File: config.mk
export PLATFORM = sky130hd
export DESIGN_NAME = multicycle_control_fsm
export DESIGN_NICKNAME = d
export VERILOG_FILES = /design/src/rtl/rv_ctrl_pkg.sv /design/src/rtl/alu_decoder.sv /design/src/rtl/multicycle_control_fsm.sv
export SDC_FILE = /design/constraint.sdc
export NUM_CORES = 1
export LEC_CHECK = 0
export BUFFER_PORTS_ARGS = -buffer_cell sky130_fd_sc_hd__buf_4
export CELL_PAD_IN_SITES_DETAIL_PLACEMENT = 1
export CELL_PAD_IN_SITES_GLOBAL_PLACEMENT = 1
export CORE_ASPECT_RATIO = 2
export CORE_MARGIN = 5
export CORE_UTILIZATION = 30
export CTS_CLUSTER_SIZE = 24
export DETAILED_ROUTE_END_ITERATION = 8
export GPL_TIMING_DRIVEN = 0
export PLACE_DENSITY = 0.89
export SLEW_MARGIN = 0
export SYNTH_ARGS = -nofsm -noshare
export SYNTH_HDL_FRONTEND = slang
export SYNTH_SLANG_ARGS = --single-unit
File: constraint.sdc
create_clock -name clk -period 1.83 [get_ports clk]
set_input_delay 0.366 -clock clk [delete_from_list [all_inputs] [get_ports clk]]
set_output_delay 0.366 -clock clk [all_outputs]
set_load 0.05 [all_outputs]
File: src/rtl/rv_ctrl_pkg.sv
// Shared encodings for the multi-cycle RV32I control unit: opcodes, ALU operations,
// datapath mux selects and the controller state enumeration.
package rv_ctrl_pkg;

    localparam logic [6:0] OP_LOAD   = 7'b0000011;
    localparam logic [6:0] OP_STORE  = 7'b0100011;
    localparam logic [6:0] OP_RTYPE  = 7'b0110011;
    localparam logic [6:0] OP_ITYPE  = 7'b0010011;
    localparam logic [6:0] OP_BRANCH = 7'b1100011;
    localparam logic [6:0] OP_JAL    = 7'b1101111;
    localparam logic [6:0] OP_JALR   = 7'b1100111;
    localparam logic [6:0] OP_LUI    = 7'b0110111;
    localparam logic [6:0] OP_AUIPC  = 7'b0010111;

    localparam logic [6:0] F7_ALT    = 7'b0100000;

    localparam logic [3:0] ALU_ADD  = 4'b0000;
    localparam logic [3:0] ALU_SUB  = 4'b0001;
    localparam logic [3:0] ALU_AND  = 4'b0010;
    localparam logic [3:0] ALU_OR   = 4'b0011;
    localparam logic [3:0] ALU_SLL  = 4'b0100;
    localparam logic [3:0] ALU_SRL  = 4'b0101;
    localparam logic [3:0] ALU_SRA  = 4'b0110;
    localparam logic [3:0] ALU_XOR  = 4'b0111;
    localparam logic [3:0] ALU_SLT  = 4'b1000;
    localparam logic [3:0] ALU_SLTU = 4'b1001;

    localparam logic [2:0] IMM_I = 3'b000;
    localparam logic [2:0] IMM_S = 3'b001;
    localparam logic [2:0] IMM_B = 3'b010;
    localparam logic [2:0] IMM_J = 3'b011;
    localparam logic [2:0] IMM_U = 3'b100;

    localparam logic [1:0] RES_ALUOUT = 2'b00;
    localparam logic [1:0] RES_MEM    = 2'b01;
    localparam logic [1:0] RES_ALU    = 2'b10;

    localparam logic [1:0] SRCA_PC    = 2'b00;
    localparam logic [1:0] SRCA_OLDPC = 2'b01;
    localparam logic [1:0] SRCA_RS1   = 2'b10;
    localparam logic [1:0] SRCA_ZERO  = 2'b11;

    localparam logic [1:0] SRCB_RS2  = 2'b00;
    localparam logic [1:0] SRCB_IMM  = 2'b01;
    localparam logic [1:0] SRCB_FOUR = 2'b10;

    typedef enum logic [3:0] {
        S_FETCH    = 4'd0,
        S_DECODE   = 4'd1,
        S_MEMADR   = 4'd2,
        S_MEMREAD  = 4'd3,
        S_MEMWB    = 4'd4,
        S_MEMWRITE = 4'd5,
        S_EXECR    = 4'd6,
        S_EXECI    = 4'd7,
        S_ALUWB    = 4'd8,
        S_BRANCH   = 4'd9,
        S_JAL      = 4'd10,
        S_JALR     = 4'd11,
        S_JALR2    = 4'd12,
        S_LUI      = 4'd13,
        S_AUIPC    = 4'd14,
        S_TRAP     = 4'd15
    } state_e;

    // Branch decision from the ALU comparison flags; funct3 2/3 are not branches.
    function automatic logic branch_taken(input logic [2:0] funct3, input logic zero,
                                          input logic lt, input logic ltu);
        logic taken;
        case (funct3)
            3'd0:    taken = zero;
            3'd1:    taken = ~zero;
            3'd4:    taken = lt;
            3'd5:    taken = ~lt;
            3'd6:    taken = ltu;
            3'd7:    taken = ~ltu;
            default: taken = 1'b0;
        endcase
        return taken;
    endfunction

endpackage

File: src/rtl/alu_decoder.sv
// funct3/funct7 to ALU operation map, shared by register-register and
// register-immediate execute states.
module alu_decoder
    import rv_ctrl_pkg::*;
(
    input  logic [2:0] funct3,
    input  logic [6:0] funct7,
    input  logic       is_imm,
    output logic [3:0] alu_op
);

    // funct7 only distinguishes SUB for register forms; SRA/SRAI both use it.
    always_comb begin
        alu_op = ALU_ADD;
        case (funct3)
            3'd0: begin
                if (!is_imm && (funct7 == F7_ALT)) begin
                    alu_op = ALU_SUB;
                end else begin
                    alu_op = ALU_ADD;
                end
            end
            3'd1: alu_op = ALU_SLL;
            3'd2: alu_op = ALU_SLT;
            3'd3: alu_op = ALU_SLTU;
            3'd4: alu_op = ALU_XOR;
            3'd5: begin
                if (funct7 == F7_ALT) begin
                    alu_op = ALU_SRA;
                end else begin
                    alu_op = ALU_SRL;
                end
            end
            3'd6: alu_op = ALU_OR;
            3'd7: alu_op = ALU_AND;
            default: alu_op = ALU_ADD;
        endcase
    end

endmodule

File: src/rtl/multicycle_control_fsm.sv
// Multi-cycle RV32I controller: sequences fetch/decode/execute/memory/writeback
// over one shared ALU and one unified memory port.
module multicycle_control_fsm
    import rv_ctrl_pkg::*;
#(
    parameter int ALUCTRL_W     = 4,
    parameter int MEM_HANDSHAKE = 1,
    parameter int TRAP_ENABLE   = 1
) (
    input  logic                 clk,
    input  logic                 rst,
    input  logic [6:0]           op,
    input  logic [2:0]           funct3,
    input  logic [6:0]           funct7,
    input  logic                 zero,
    input  logic                 lt,
    input  logic                 ltu,
    input  logic                 mem_ready,
    output logic                 pc_write,
    output logic                 adr_src,
    output logic                 mem_read,
    output logic                 mem_write,
    output logic                 ir_write,
    output logic                 reg_write,
    output logic [1:0]           alu_src_a,
    output logic [1:0]           alu_src_b,
    output logic [2:0]           imm_src,
    output logic [1:0]           result_src,
    output logic [ALUCTRL_W-1:0] alu_control,
    output logic                 illegal
);

    state_e     state_q;
    state_e     state_d;
    logic       ready_s;
    logic [3:0] dec_alu_s;
    logic [3:0] alu_s;
    logic       pc_write_s;
    logic       mem_write_s;
    logic       ir_write_s;
    logic       reg_write_s;

    assign ready_s = (MEM_HANDSHAKE != 0) ? mem_ready : 1'b1;

    alu_decoder u_alu_decoder (
        .funct3 (funct3),
        .funct7 (funct7),
        .is_imm (state_q == S_EXECI),
        .alu_op (dec_alu_s)
    );

    // State register.
    always_ff @(posedge clk) begin
        if (rst) begin
            state_q <= S_FETCH;
        end else begin
            state_q <= state_d;
        end
    end

    // Next-state and per-state datapath controls.
    always_comb begin
        state_d     = state_q;
        pc_write_s  = 1'b0;
        adr_src     = 1'b0;
        mem_read    = 1'b0;
        mem_write_s = 1'b0;
        ir_write_s  = 1'b0;
        reg_write_s = 1'b0;
        alu_src_a   = SRCA_PC;
        alu_src_b   = SRCB_RS2;
        imm_src     = IMM_I;
        result_src  = RES_ALUOUT;
        alu_s       = ALU_ADD;
        illegal     = 1'b0;
        case (state_q)
            S_FETCH: begin
                mem_read   = 1'b1;
                alu_src_b  = SRCB_FOUR;
                result_src = RES_ALU;
                if (ready_s) begin
                    pc_write_s = 1'b1;
                    ir_write_s = 1'b1;
                    state_d    = S_DECODE;
                end else begin
                    state_d    = S_FETCH;
                end
            end
            S_DECODE: begin
                // ALUOut captures OldPC+imm; JAL needs the J immediate for its target.
                alu_src_a = SRCA_OLDPC;
                alu_src_b = SRCB_IMM;
                imm_src   = (op == OP_JAL) ? IMM_J : IMM_B;
                case (op)
                    OP_LOAD, OP_STORE: state_d = S_MEMADR;
                    OP_RTYPE:          state_d = S_EXECR;
                    OP_ITYPE:          state_d = S_EXECI;
                    OP_BRANCH:         state_d = S_BRANCH;
                    OP_JAL:            state_d = S_JAL;
                    OP_JALR:           state_d = S_JALR;
                    OP_LUI:            state_d = S_LUI;
                    OP_AUIPC:          state_d = S_AUIPC;
                    default:           state_d = (TRAP_ENABLE != 0) ? S_TRAP : S_FETCH;
                endcase
            end
            S_MEMADR: begin
                alu_src_a = SRCA_RS1;
                alu_src_b = SRCB_IMM;
                if (op == OP_STORE) begin
                    imm_src = IMM_S;
                    state_d = S_MEMWRITE;
                end else begin
                    imm_src = IMM_I;
                    state_d = S_MEMREAD;
                end
            end
            S_MEMREAD: begin
                adr_src  = 1'b1;
                mem_read = 1'b1;
                state_d  = ready_s ? S_MEMWB : S_MEMREAD;
            end
            S_MEMWB: begin
                result_src  = RES_MEM;
                reg_write_s = 1'b1;
                state_d     = S_FETCH;
            end
            S_MEMWRITE: begin
                adr_src     = 1'b1;
                mem_write_s = 1'b1;
                state_d     = ready_s ? S_FETCH : S_MEMWRITE;
            end
            S_EXECR: begin
                alu_src_a = SRCA_RS1;
                alu_src_b = SRCB_RS2;
                alu_s     = dec_alu_s;
                state_d   = S_ALUWB;
            end
            S_EXECI: begin
                // rs1 is the A operand for register-immediate ops.
                alu_src_a = SRCA_RS1;
                alu_src_b = SRCB_IMM;
                imm_src   = IMM_I;
                alu_s     = dec_alu_s;
                state_d   = S_ALUWB;
            end
            S_ALUWB: begin
                result_src  = RES_ALUOUT;
                reg_write_s = 1'b1;
                state_d     = S_FETCH;
            end
            S_BRANCH: begin
                alu_src_a  = SRCA_RS1;
                alu_src_b  = SRCB_RS2;
                alu_s      = ALU_SUB;
                result_src = RES_ALUOUT;
                pc_write_s = branch_taken(funct3, zero, lt, ltu);
                state_d    = S_FETCH;
            end
            S_JAL: begin
                alu_src_a   = SRCA_OLDPC;
                alu_src_b   = SRCB_FOUR;
                imm_src     = IMM_J;
                result_src  = RES_ALUOUT;
                pc_write_s  = 1'b1;
                reg_write_s = 1'b1;
                state_d     = S_FETCH;
            end
            S_JALR: begin
                alu_src_a = SRCA_RS1;
                alu_src_b = SRCB_IMM;
                imm_src   = IMM_I;
                state_d   = S_JALR2;
            end
            S_JALR2: begin
                result_src  = RES_ALU;
                pc_write_s  = 1'b1;
                reg_write_s = 1'b1;
                state_d     = S_FETCH;
            end
            S_LUI: begin
                alu_src_a = SRCA_ZERO;
                alu_src_b = SRCB_IMM;
                imm_src   = IMM_U;
                state_d   = S_ALUWB;
            end
            S_AUIPC: begin
                alu_src_a = SRCA_OLDPC;
                alu_src_b = SRCB_IMM;
                imm_src   = IMM_U;
                state_d   = S_ALUWB;
            end
            S_TRAP: begin
                illegal = 1'b1;
                state_d = S_TRAP;
            end
            default: begin
                state_d = S_FETCH;
            end
        endcase
    end

    // Writes are suppressed in the cycle reset is sampled so no state is corrupted.
    assign pc_write    = pc_write_s  & ~rst;
    assign mem_write   = mem_write_s & ~rst;
    assign ir_write    = ir_write_s  & ~rst;
    assign reg_write   = reg_write_s & ~rst;
    assign alu_control = ALUCTRL_W'(alu_s);

endmodule

After elaboration in Yosys (flattened, before gate mapping)
Index checks and enable logic that the tools add are counted.

word-level totals
  register bits after elaboration = 4
  input bits = 23
  output and inout bits = 20
  logic and storage cells = 84

operators by class
  equality and inequality tests = 32
  muxes and demuxes = 25
  bitwise operators = 8
  reduce and logical (&&, ||, !) cells = 18

operator list
  operator            number
  $pmux 4 s8          2
  $pmux 4 s9          1
  $eq 4x4->1 const B  8
  $eq 7x6->1 const B  4
  $eq 7x7->1 const B  3
  $eq 4x3->1 const B  4
  $reduce_or 2->1     8
  $eq 7x5->1 const B  2
  $eq 3x3->1 const B  4
  $pmux 3 s4          1
  $mux 1              11
  $reduce_or 5->1     2
  $mux 3              3
  $eq 4x2->1 const B  2
  $pmux 2 s2          2
  $pmux 4 s2          1
  $reduce_or 4->1     2
  $eq 7x2->1 const B  1
  $eq 3x2->1 const B  2
  $pmux 1 s6          1
  $pmux 2 s3          1
  $reduce_or 6->1     1
  $and 1x1->1         4
  $eq 4x1->1 const B  1
  other kinds (9)     12

Longest topological paths before layout
Gate-level depths: netlist (run 1).

  depth in word-level cells = 6
  gate-level depth with buffers = 6

Cells and area by module
Synthesis (run 1) repeated with hierarchy kept, for this count alone.

unflattened totals
  cells, all modules = 125
  area total of the unflattened synthesis = 867.1 sq um

modules (own cells, without submodules)
  module                  times used  cells an instance  area an instance (sq um)  seq. area each (sq um)
  multicycle_control_fsm  1           113                775.7                     80.1
  alu_decoder             1           12                 91.3                      0.0

Least setup slack after synthesis (run 1)
OpenSTA, ideal clock, no wires.

  kind = register to output
  start = register state_q[2]
  end = output port pc_write
  arrival = 2,740 ps
  setup slack = -1,276 ps
  cell stages (with the launch flop) = 5
  buffers on the path = 1
  cell sequence = dfxtp_1 -> buf_2 -> nand2b_1 -> or2_2 -> o311ai_0

between the ends
  longest elaborated chain between the ends = 4
  elaborated cells on any way between the ends = 7

ends and longest elaborated chain
  what                       line                           source
  start: declaration         multicycle_control_fsm.sv:33   state_e state_q;
  start signal: assignment   multicycle_control_fsm.sv:57   state_q <= state_d;
  $eq 4x4->1                 multicycle_control_fsm.sv:76   case (state_q)
  $reduce_or 2->1 (no line)  -
  $pmux 1 s3 *               multicycle_control_fsm.sv:76
  $and 1x1->1 *              multicycle_control_fsm.sv:203  assign pc_write = pc_write_s & ~rst;
  end: declaration           multicycle_control_fsm.sv:19   output logic pc_write,

Every way passes the cells marked *; elsewhere a longest branch is shown, timed or not.

Worst setup path after layout (run 1)
  start = input port funct7[2]
  end = output port alu_control[1]

between the ends
  longest elaborated chain between the ends = 4

ends and longest elaborated chain
  what                line                          source
  start: declaration  multicycle_control_fsm.sv:14  input logic [6:0] funct7,
  $eq 7x6->1          alu_decoder.sv:28             if (funct7 == F7_ALT) begin
  $mux 2              alu_decoder.sv:28
  $pmux 4 s8          alu_decoder.sv:15             case (funct3)
  $pmux 4 s2          multicycle_control_fsm.sv:76
  end: declaration    multicycle_control_fsm.sv:29  output logic [ALUCTRL_W-1:0] alu_control,

Every way passes these cells.

==> results of run 1 <==
-- kinds of logic after synthesis --
kind of cell    synth area share (%)
simple gates                    43.5
compound gates                  26.2
buf+inv                         11.9
xor+xnor                        5.26
flops                           9.62
mux                             3.61
-- power by group --
group / switching, uW / internal [uW] / total [uW]
sequential: 33.3 / 114 / 148
clock: 45.2 / 140 / 185
combinational: 816 / 551 / 1370
total: 894 / 806 / 1700
-- metrics by stage --
stage / instance area, um2 / util (%)
3_5_place_dp: 1280 / 47.3
6_report: 1650 / 60.9
4_1_cts: 1530 / 56.5
2_1_floorplan: 941 / -
5_1_grt: 1650 / 60.9
3_3_place_gp: 1280 / 47.3
-- cells in the mapped netlist (all sizes together) (4+ instances only) --
master / instances
o21ai: 6
dfxtp: 4
nor3: 10
nand3: 6
inv: 5
nand2: 9
a21oi: 11
xnor2: 4
nor2: 10
nand2b: 5
clkbuf: 6
-- routing by layer --
metal  share of wire [%]  vias to the layer above
met5                   0                        -
met4                 5.1                        0
met3                 5.2                       15
met2                  59                       61
met1                  31                      590
li1                    -                      565
-- area by class of cell --
type	count	area [um2]	share of cell area (%)
buffer	9	121	7.38
inverter	5	26.3	1.60
multi-input combinational	101	863	52.5
clock buffer	3	41.3	2.51
sequential	4	90.1	5.48
timing repair buffer	56	467	28.4
tap	29	36.3	2.21
-- path summary, 6_finish.rpt --
| kind | end | slack [ns] | cells past startpoint | start |
|---|---|---|---|---|
| min reg2reg | state_q[3] | 0.80 | 4 | state_q[1] |
| min | state_q[3] | 0.53 | 4 | op[0] |
| max reg2reg | state_q[2] | 0.24 | 5 | state_q[1] |
| max | alu_control[1] | -0.36 | 6 | funct7[2] |
-- worst min-delay path, stage by stage --
cell and delay, ns:
sky130_fd_sc_hd__buf_4 0.13, sky130_fd_sc_hd__nand3_1 0.06, sky130_fd_sc_hd__a21oi_1 0.06, sky130_fd_sc_hd__nor2_1 0.09
-- timing repair --
item	4_1_cts	5_1_grt
resized for setup	39	14
buffers inserted	5	10
gates cloned	0	1
setup endpoints to repair	13	11
pin swaps	3	5
hold endpoints to repair	0	0
-- cells in the final DEF, fill, tap and decap left out, types with 3 or more instances in the layout --
master	count
sky130_fd_sc_hd__a21oi_1	9
sky130_fd_sc_hd__buf_4	42
sky130_fd_sc_hd__buf_6	16
sky130_fd_sc_hd__clkbuf_8	4
sky130_fd_sc_hd__inv_1	3
sky130_fd_sc_hd__mux2i_1	3
sky130_fd_sc_hd__nand2_1	6
sky130_fd_sc_hd__nand2b_4	3
sky130_fd_sc_hd__nand3_1	5
sky130_fd_sc_hd__nor2_1	9
sky130_fd_sc_hd__nor2b_1	3
sky130_fd_sc_hd__nor3_1	4
sky130_fd_sc_hd__nor3_2	4
sky130_fd_sc_hd__nor4_4	3
sky130_fd_sc_hd__xnor2_1	4
==> summary.txt, run 1 <==
synthesized area -> 832 um2
total die area -> 3990 um2
final antenna diode count -> 0
effective utilization at floorplan -> 30.8%
type of the worst setup path -> input pin to primary output
Critical path buffers and inverters -> 2
Setup WS post-layout -> -0.356 ns
post-synthesis async set-or-reset flop share -> 0%
total number of nets in the final design -> 203
Largest register FFs -> 4
slew at the pin closest to its max-slew limit -> 0.551 ns
routed via count divided by cell count -> 5.95
maximum vdd ir drop -> 519 uV
Max Fanout on Critical Path -> 2
result of the run -> finished with violations
violation count after the first detailed-route iteration -> 20
portion of synthesized cell area occupied by the leading cell type -> 9.62%
Biggest register -> state_q
Yosys cell types -> 42
Max Root-Sink Buffers -> 2
Wirelength per Cell -> 21.8 um
final count of negative-setup-slack endpoints -> 4
sort of element at the end of the critical path -> primary output
cts hold-fix bufs -> 0
max cap viols -> 0
first-pass GRT wire length -> 5.84 mm
Post-Synthesis Cells -> 119
largest net degree at the start of global routing -> 11
Avg Cell Area, Syn -> 6.99 um2
Final Hold Vio Count -> 0
worst-case hold slack -> 0.527 ns
number of standard cells in the final layout excluding fillers -> 207
clock insertion delay at the later pin of the skew report -> 0.22 ns
gpl congestion -> 0.867
Design Power -> 1700 uW
number of synthesized flops with an enable pin -> 0
largest delay contributor family on the critical path -> simple AND/OR/NAND/NOR gates
overall via count from detail_route -> 1,231
standard cell core area -> 2700 um2
number of global-route vias before repair -> 1,304
die width -> 47.2 um
data required time at the worst endpoint -> 1.46 ns
total number of placement rows -> 27
leakage power total -> 0.000696 uW
flops & latches, synth -> 4
die span in y -> 84.5 um
Num Clock Sinks -> 4
global routing usage on met3 -> 2.15%
max-slew violation total from the final report -> 0
layer with the highest usage after global routing -> met2
remaining routing DRC violations -> 0
root buffer cell -> sky130_fd_sc_hd__clkbuf_8
clock tree from TritonCTS -> done
main area contributors after synthesis -> sky130_fd_sc_hd__dfxtp_1 9.6%, sky130_fd_sc_hd__a21oi_1 6.6%, sky130_fd_sc_hd__nor3_1 6.0%
largest area contributor in the netlist -> sky130_fd_sc_hd__dfxtp_1
Max stage delay cell, worst path -> sky130_fd_sc_hd__or4b_4
library cell appearing most often on the critical path -> sky130_fd_sc_hd__buf_6
post-route ant nets -> 0
post-synthesis to final-layout area growth -> 97.7%
count of input and output buffers -> 40
Largest regs -> state_q x4
ys flop type -> sky130_fd_sc_hd__dfxtp_1
total grt overflow -> 0
met2 layer usage reported by global route -> 40.3%
Clock Skews -> 0.000697 ns
crit share post-route -> 119%
Yosys warnings -> 0
number of levels the H-tree was split into -> 1
final sum of negative setup slack -> -0.808 ns
largest stage delay on the critical path -> 0.54 ns
I/O pin count -> 43
min-delay worst type -> input pin to register
power density of the placed cells -> 1030 nW/um2
fillcell total -> 315
upper clock frequency limit -> 457 MHz
layout cell share with drive strength beyond 1 -> 58.4%
Crit path arrival time -> 1.82 ns
worst setup timing slack at the placement stage -> -0.417 ns
RSZ-0062 raised after global routing -> yes
crit path launch type -> input pin
antenna violations before repair -> 0
net count after synthesis -> 142
Global Route Usage Sum -> 19.5%
number of instances in the placed design -> 188
minimum period implied by the final worst setup slack -> 2.19 ns
clk slew on worst S/H paths -> 0.03 ns
fraction of the yosys area taken by sequential cells -> 9.62%
Relative slew margins -> 63.2%
clock buffers created by TritonCTS -> 3
routed wire length -> 4.50 mm
fraction of met1 tracks used by global routing -> 16.4%
failing checks -> setup timing
cells traversed along the worst timing path -> buf_6, or4b_4, nor4_4, nor3b_1, nor4b_4, buf_6
Detail Placement HPWL -> 2.93 mm
total iterations of the first detailed-routing run -> 4
Note: power is estimated with default switching activity, not from simulation.
==> run 2: changes to the inputs <==
--- a/config.mk
+++ b/config.mk
@@ -6,6 +6,7 @@
 export NUM_CORES = 1
 export LEC_CHECK = 0
 export BUFFER_PORTS_ARGS = -buffer_cell sky130_fd_sc_hd__buf_4
+export CAP_MARGIN = 20
 export CELL_PAD_IN_SITES_DETAIL_PLACEMENT = 1
 export CELL_PAD_IN_SITES_GLOBAL_PLACEMENT = 1
 export CORE_ASPECT_RATIO = 2
@@ -14,6 +15,7 @@
 export CTS_CLUSTER_SIZE = 24
 export DETAILED_ROUTE_END_ITERATION = 8
 export GPL_TIMING_DRIVEN = 0
+export MAX_ROUTING_LAYER = met4
 export PLACE_DENSITY = 0.89
 export SLEW_MARGIN = 0
 export SYNTH_ARGS = -nofsm -noshare
==> run 2 against run 1 <==
The flow still finishes with violations (setup timing). Core utilization did not move. Global-route usage rose by 0.56 points. Combinational power barely moved. Critical path depth did not move. Design area did not move. Register-to-register slack barely moved. Non-clock buffer count did not move. Total power barely moved. Wire length rose by 0.31%. Hold slack improved by 0.0014 ns. Highest routed layer unchanged.
==> summary.txt, run 2 (same netlist as run 1, synthesis figures left out) <==
worst hold path startpoint -> op[0]
Global Route Usage Sum -> 20.1%
clk slew on worst S/H paths -> 0.03 ns
multi-input logic area -> 863 um2
minimum period implied by the final worst setup slack -> 2.19 ns
r2r worst-path depth -> 5
Final Hold Vio Count -> 0
antenna violations before repair -> 0
number of cells on the critical path -> 6
number of levels the H-tree was split into -> 1
effective utilization at floorplan -> 30.8%
post-route ant nets -> 0
gpl congestion -> 0.881
layout cell share with drive strength beyond 1 -> 58.4%
Switching Share -> 52.6%
Wirelength per Cell -> 21.8 um
largest net degree at the start of global routing -> 11
largest stage delay on the critical path -> 0.54 ns
Clock Skews -> 0.00146 ns
min-delay worst type -> input pin to register
Int Power -> 806 uW
Clk network pwr share -> 10.9%
logic gate share of total power -> 80.4%
fillcell total -> 315
M1 wire length -> 1.38 mm
count of input and output buffers -> 40
routed wire length -> 4.52 mm
Detail Placement HPWL -> 2.93 mm
register-to-register setup slack -> 0.24 ns
sum of met3 wire segment lengths after detailed routing -> 238 um
result of the run -> finished with violations
Hold Crit Depth -> 4
Design Power -> 1700 uW
Largest register FFs -> 4
slew at the pin closest to its max-slew limit -> 0.538 ns
maximum vdd ir drop -> 520 uV
library cell appearing most often on the critical path -> sky130_fd_sc_hd__buf_6
total die area -> 3990 um2
RR Endpoint -> state_q[2]
violation count after the first detailed-route iteration -> 18
Critical path buffers and inverters -> 2
worst reg2reg path startpoint -> state_q[1]
power density of the placed cells -> 1030 nW/um2
I/O pin count -> 43
combined flip-flop and latch cell area -> 90.1 um2
top layer reached by signal wires -> met4
crit path launch type -> input pin
clock tree from TritonCTS -> done
type of the worst setup path -> input pin to primary output
clock insertion delay at the later pin of the skew report -> 0.22 ns
worst setup timing slack at the placement stage -> -0.417 ns
max-slew violation total from the final report -> 0
max cap viols -> 0
leakage power total -> 0.000696 uW
number of global-route vias before repair -> 1,300
final antenna diode count -> 0
data required time at the worst endpoint -> 1.46 ns
Largest regs -> state_q x4
RSZ-0062 raised after global routing -> yes
highest-count cells in the layout ignoring fill and taps -> 42 x sky130_fd_sc_hd__buf_4, 16 x sky130_fd_sc_hd__buf_6, 9 x sky130_fd_sc_hd__nor2_1, 9 x sky130_fd_sc_hd__a21oi_1, 6 x sky130_fd_sc_hd__nand2_1
most common cell after layout, fill and taps aside -> sky130_fd_sc_hd__buf_4
Num Clock Sinks -> 4
worst-case hold slack -> 0.528 ns
die width -> 47.2 um
cells traversed along the worst timing path -> buf_6, or4b_4, nor4_4, mux2i_1, o41ai_4, buf_6
total number of nets in the final design -> 203
standard cell core area -> 2700 um2
crit share post-route -> 120%
sort of element at the end of the critical path -> primary output
largest delay contributor family on the critical path -> simple AND/OR/NAND/NOR gates
Biggest register -> state_q
Relative slew margins -> 63.7%
final count of negative-setup-slack endpoints -> 4
Max stage delay cell, worst path -> sky130_fd_sc_hd__or4b_4
die span in y -> 84.5 um
first-pass GRT wire length -> 5.86 mm
routed via count divided by cell count -> 5.92
part of the total power dissipated in sequential elements -> 8.7%
root buffer cell -> sky130_fd_sc_hd__clkbuf_8
met2 wirelength from detailed routing -> 2.69 mm
final sum of negative setup slack -> -0.820 ns
post-synthesis to final-layout area growth -> 97.7%
remaining routing DRC violations -> 0
clock buffers created by TritonCTS -> 3
upper clock frequency limit -> 457 MHz
total grt overflow -> 0
Max Fanout on Critical Path -> 2
total number of placement rows -> 27
Sw Pwr -> 894 uW
total iterations of the first detailed-routing run -> 4
Crit path arrival time -> 1.82 ns
Max Root-Sink Buffers -> 2
failing checks -> setup timing
Setup WS post-layout -> -0.359 ns
overall via count from detail_route -> 1,226
destination of the worst hold path -> state_q[3]
==> run 2: cell counts in the layout (fill, tap and decap cells not counted) <==
Identical to the previous run, type by type.
==> run 2: worst max-delay path by stage <==
| stage | end | slack, ns | startpoint |
|---|---|---|---|
| after floorplan | alu_control[1] | -0.37 | funct7[2] |
| after global routing | alu_control[1] | -0.43 | funct7[2] |
| after CTS | alu_control[1] | -0.38 | funct7[2] |
| final | alu_control[0] | -0.36 | funct7[2] |
| after global placement | alu_control[0] | -0.35 | funct7[2] |
| after detailed placement | alu_control[1] | -0.42 | funct7[2] |
==> run 2: power by group through the flow <==
stage,Clock (uW),Combinational [uW],Sequential [uW]
2_1_floorplan,0,769,121
3_3_place_gp,0,1040,124
3_5_place_dp,0,1060,127
5_1_grt,197,1420,150
6_report,185,1370,147
4_1_cts,186,1240,136
==> run 2: metrics by stage <==
stage	cells	instance area [um2]	util, %
after CTS	196	1530	56.5
after detailed placement	188	1280	47.3
after global routing	207	1650	60.9
after global placement	188	1280	47.3
final	207	1650	60.9
after floorplan	119	941	-
==> run 2: final cells by class <==
class / instances / share of cell area [%]
Multi-Input combinational cell: 101 / 52.5
Timing Repair Buffer: 56 / 28.4
Buffer: 9 / 7.38
Sequential cell: 4 / 5.48
Clock buffer: 3 / 2.51
Tap cell: 29 / 2.21
Inverter: 5 / 1.60
==> run 2: per-layer routing <==
metal	track usage [%]	up-vias
met1	16.8	592
met5	-	-
met3	1.72	12
met2	40.3	59
met4	6.55	0
li1	-	563
==> run 2: repair_timing <==
action	4_1_cts	5_1_grt
cloned	0	1
setup endpoints to repair	13	11
hold buffers	0	0
gates resized for setup	39	14
setup buffers	5	10
pin swaps	3	5
==> run 2: worst reg2reg max path, stage by stage, from the launching register on <==
cell,delay [ns]
sky130_fd_sc_hd__dfxtp_4,0.38
sky130_fd_sc_hd__nand2b_4,0.20
sky130_fd_sc_hd__nor3_4,0.20
sky130_fd_sc_hd__buf_4,0.15
sky130_fd_sc_hd__o41ai_1,0.07
sky130_fd_sc_hd__a311oi_1,0.44
==> run 3: changes to the inputs <==
--- a/config.mk
+++ b/config.mk
@@ -17,6 +17,7 @@
 export GPL_TIMING_DRIVEN = 0
 export MAX_ROUTING_LAYER = met4
 export PLACE_DENSITY = 0.89
+export SKIP_LAST_GASP = 1
 export SLEW_MARGIN = 0
 export SYNTH_ARGS = -nofsm -noshare
 export SYNTH_HDL_FRONTEND = slang
==> constraint.sdc (replaced) <==
create_clock -name clk -period 2.3 [get_ports clk]
set_input_delay 0.46 -clock clk [delete_from_list [all_inputs] [get_ports clk]]
set_output_delay 0.46 -clock clk [all_outputs]
set_load 0.05 [all_outputs]
==> run 3 against run 2 <==
Die area unchanged. Flip-flop and latch count unchanged. First-iteration DRC count decreased by 11%. Non-clock buffer count decreased by 16. Critical path type unchanged. Wire length decreased by 28%. Total power decreased by 39%. Sequential power decreased by 33%. The flow still finishes with violations (setup timing). Via count decreased by 11%. Core utilization decreased by 13 points. Critical endpoint is now alu_control[1]. Critical path depth unchanged.
==> summary.txt, run 3 (same netlist as run 1, synthesis figures left out) <==
result of the run -> finished with violations
failing checks -> setup timing
clock insertion delay at the later pin of the skew report -> 0.21 ns
worst reg2reg path startpoint -> state_q[1]
gpl congestion -> 0.814
worst hold path startpoint -> op[3]
standard cell core area -> 2700 um2
r2r worst-path depth -> 5
slew at the pin closest to its max-slew limit -> 0.509 ns
Final Hold Vio Count -> 0
Setup WS post-layout -> -0.0924 ns
Detail Placement HPWL -> 2.80 mm
largest net degree at the start of global routing -> 11
register-to-register setup slack -> 0.73 ns
Wirelength per Cell -> 17.1 um
crit path launch type -> input pin
type of the worst setup path -> input pin to primary output
total number of nets in the final design -> 187
upper clock frequency limit -> 418 MHz
cts hold-fix bufs -> 0
maximum vdd ir drop -> 331 uV
number of global-route vias before repair -> 1,222
Hold Crit Depth -> 3
Relative slew margins -> 66.1%
routed via count divided by cell count -> 5.74
Largest register FFs -> 4
post-route ant nets -> 0
max cap viols -> 0
data required time at the worst endpoint -> 1.84 ns
total grt overflow -> 0
buffers inserted during post-CTS setup optimization -> 0
Biggest register -> state_q
max-slew violation total from the final report -> 0
global routing usage on met3 -> 1.72%
I/O pin count -> 43
Max Root-Sink Buffers -> 2
layout cell share with drive strength beyond 1 -> 38.9%
RSZ-0062 raised after global routing -> yes
count of input and output buffers -> 40
Num Clock Sinks -> 4
Design Power -> 1040 uW
worst setup timing slack at the placement stage -> -0.144 ns
layer with the highest usage after global routing -> met2
overall via count from detail_route -> 1,097
sort of element at the end of the critical path -> primary output
highest-count cells in the layout ignoring fill and taps -> 38 x sky130_fd_sc_hd__buf_4, 10 x sky130_fd_sc_hd__nor2_1, 9 x sky130_fd_sc_hd__nand2_1, 9 x sky130_fd_sc_hd__a21oi_1, 8 x sky130_fd_sc_hd__nor3_1
number of instances in the placed design -> 188
die width -> 47.2 um
clock buffers created by TritonCTS -> 3
Clock Skews -> 0.000232 ns
total iterations of the first detailed-routing run -> 4
final count of negative-setup-slack endpoints -> 2
effective utilization at floorplan -> 30.8%
total die area -> 3990 um2
number of standard cells in the final layout excluding fillers -> 191
destination of the worst hold path -> state_q[1]
most common cell after layout, fill and taps aside -> sky130_fd_sc_hd__buf_4
first-pass GRT wire length -> 5.30 mm
remaining routing DRC violations -> 0
RR Endpoint -> state_q[0]
fraction of met1 tracks used by global routing -> 15.6%
violation count after the first detailed-route iteration -> 16
final core utilization -> 47.7%
total number of placement rows -> 27
root buffer cell -> sky130_fd_sc_hd__clkbuf_8
Global Route Usage Sum -> 17.9%
met2 layer usage reported by global route -> 34.0%
final antenna diode count -> 0
min-delay worst type -> input pin to register
die span in y -> 84.5 um
number of levels the H-tree was split into -> 1
leakage power total -> 0.000532 uW
crit share post-route -> 104%
clk slew on worst S/H paths -> 0.03 ns
Crit path arrival time -> 1.93 ns
antenna violations before repair -> 0
clock tree from TritonCTS -> done
Max Fanout on Critical Path -> 2
power density of the placed cells -> 810 nW/um2
Largest regs -> state_q x4
minimum period implied by the final worst setup slack -> 2.39 ns
routed wire length -> 3.27 mm
post-synthesis to final-layout area growth -> 54.9%
run 3: worst max-delay path, stage by stage:
cell                      delay [ns]
sky130_fd_sc_hd__buf_4          0.11
sky130_fd_sc_hd__or4b_4         0.54
sky130_fd_sc_hd__nor4_4         0.22
sky130_fd_sc_hd__nor3b_1        0.15
sky130_fd_sc_hd__nor4b_4        0.27
sky130_fd_sc_hd__buf_6          0.19
run 3: per-stage QoR:
stage                     cell area (um2)  hold WS [ns]  setup TNS [ns]
final                                1290         0.603          -0.183
after global routing                 1290         0.662          -0.327
after CTS                            1260         0.592          -0.239
after detailed placement             1210         0.733          -0.367
after global placement               1210         0.708          -0.202
after floorplan                       871         0.648          -0.481
run 3: per-layer routing:
metal  vias up  wire, um  share of wire, %
li1        530         -                 -
met1       512      1080                33
met2        45      1890                58
met3        10       177               5.4
met4         0       125               3.8
met5         -         0                 0
run 3: worst max path at each step:
stage                     startpoint              to  slack (ns)  cells after the start
after floorplan           state_q[2]        pc_write       -0.30                      4
after global placement     funct7[2]  alu_control[0]       -0.10                      6
after detailed placement   funct7[2]  alu_control[0]       -0.14                      6
after CTS                  funct7[2]  alu_control[0]       -0.12                      6
after global routing       funct7[2]  alu_control[1]       -0.16                      6
final                      funct7[2]  alu_control[1]       -0.09                      6
run 3: what timing repair did:
action	in CTS	in global routing
pin swaps	0	0
endpoints found under the hold margin	0	0
endpoints found under the setup margin	3	4
resized for setup	3	4
cloned	0	0
run 3: cell type report:
cell class	instances	area [um2]
clock buffer	3	41.3
tap	29	36.3
sequential	4	80.1
inverter	5	18.8
timing repair buffer	40	308
buffer	9	80.1
multi-input combinational	101	724
fill	346	1410
run 3: power breakdown:
| group | internal (uW) | switching, uW |
|---|---|---|
| Clock | 111 | 28.7 |
| Sequential | 85.3 | 13.5 |
| Combinational | 271 | 534 |
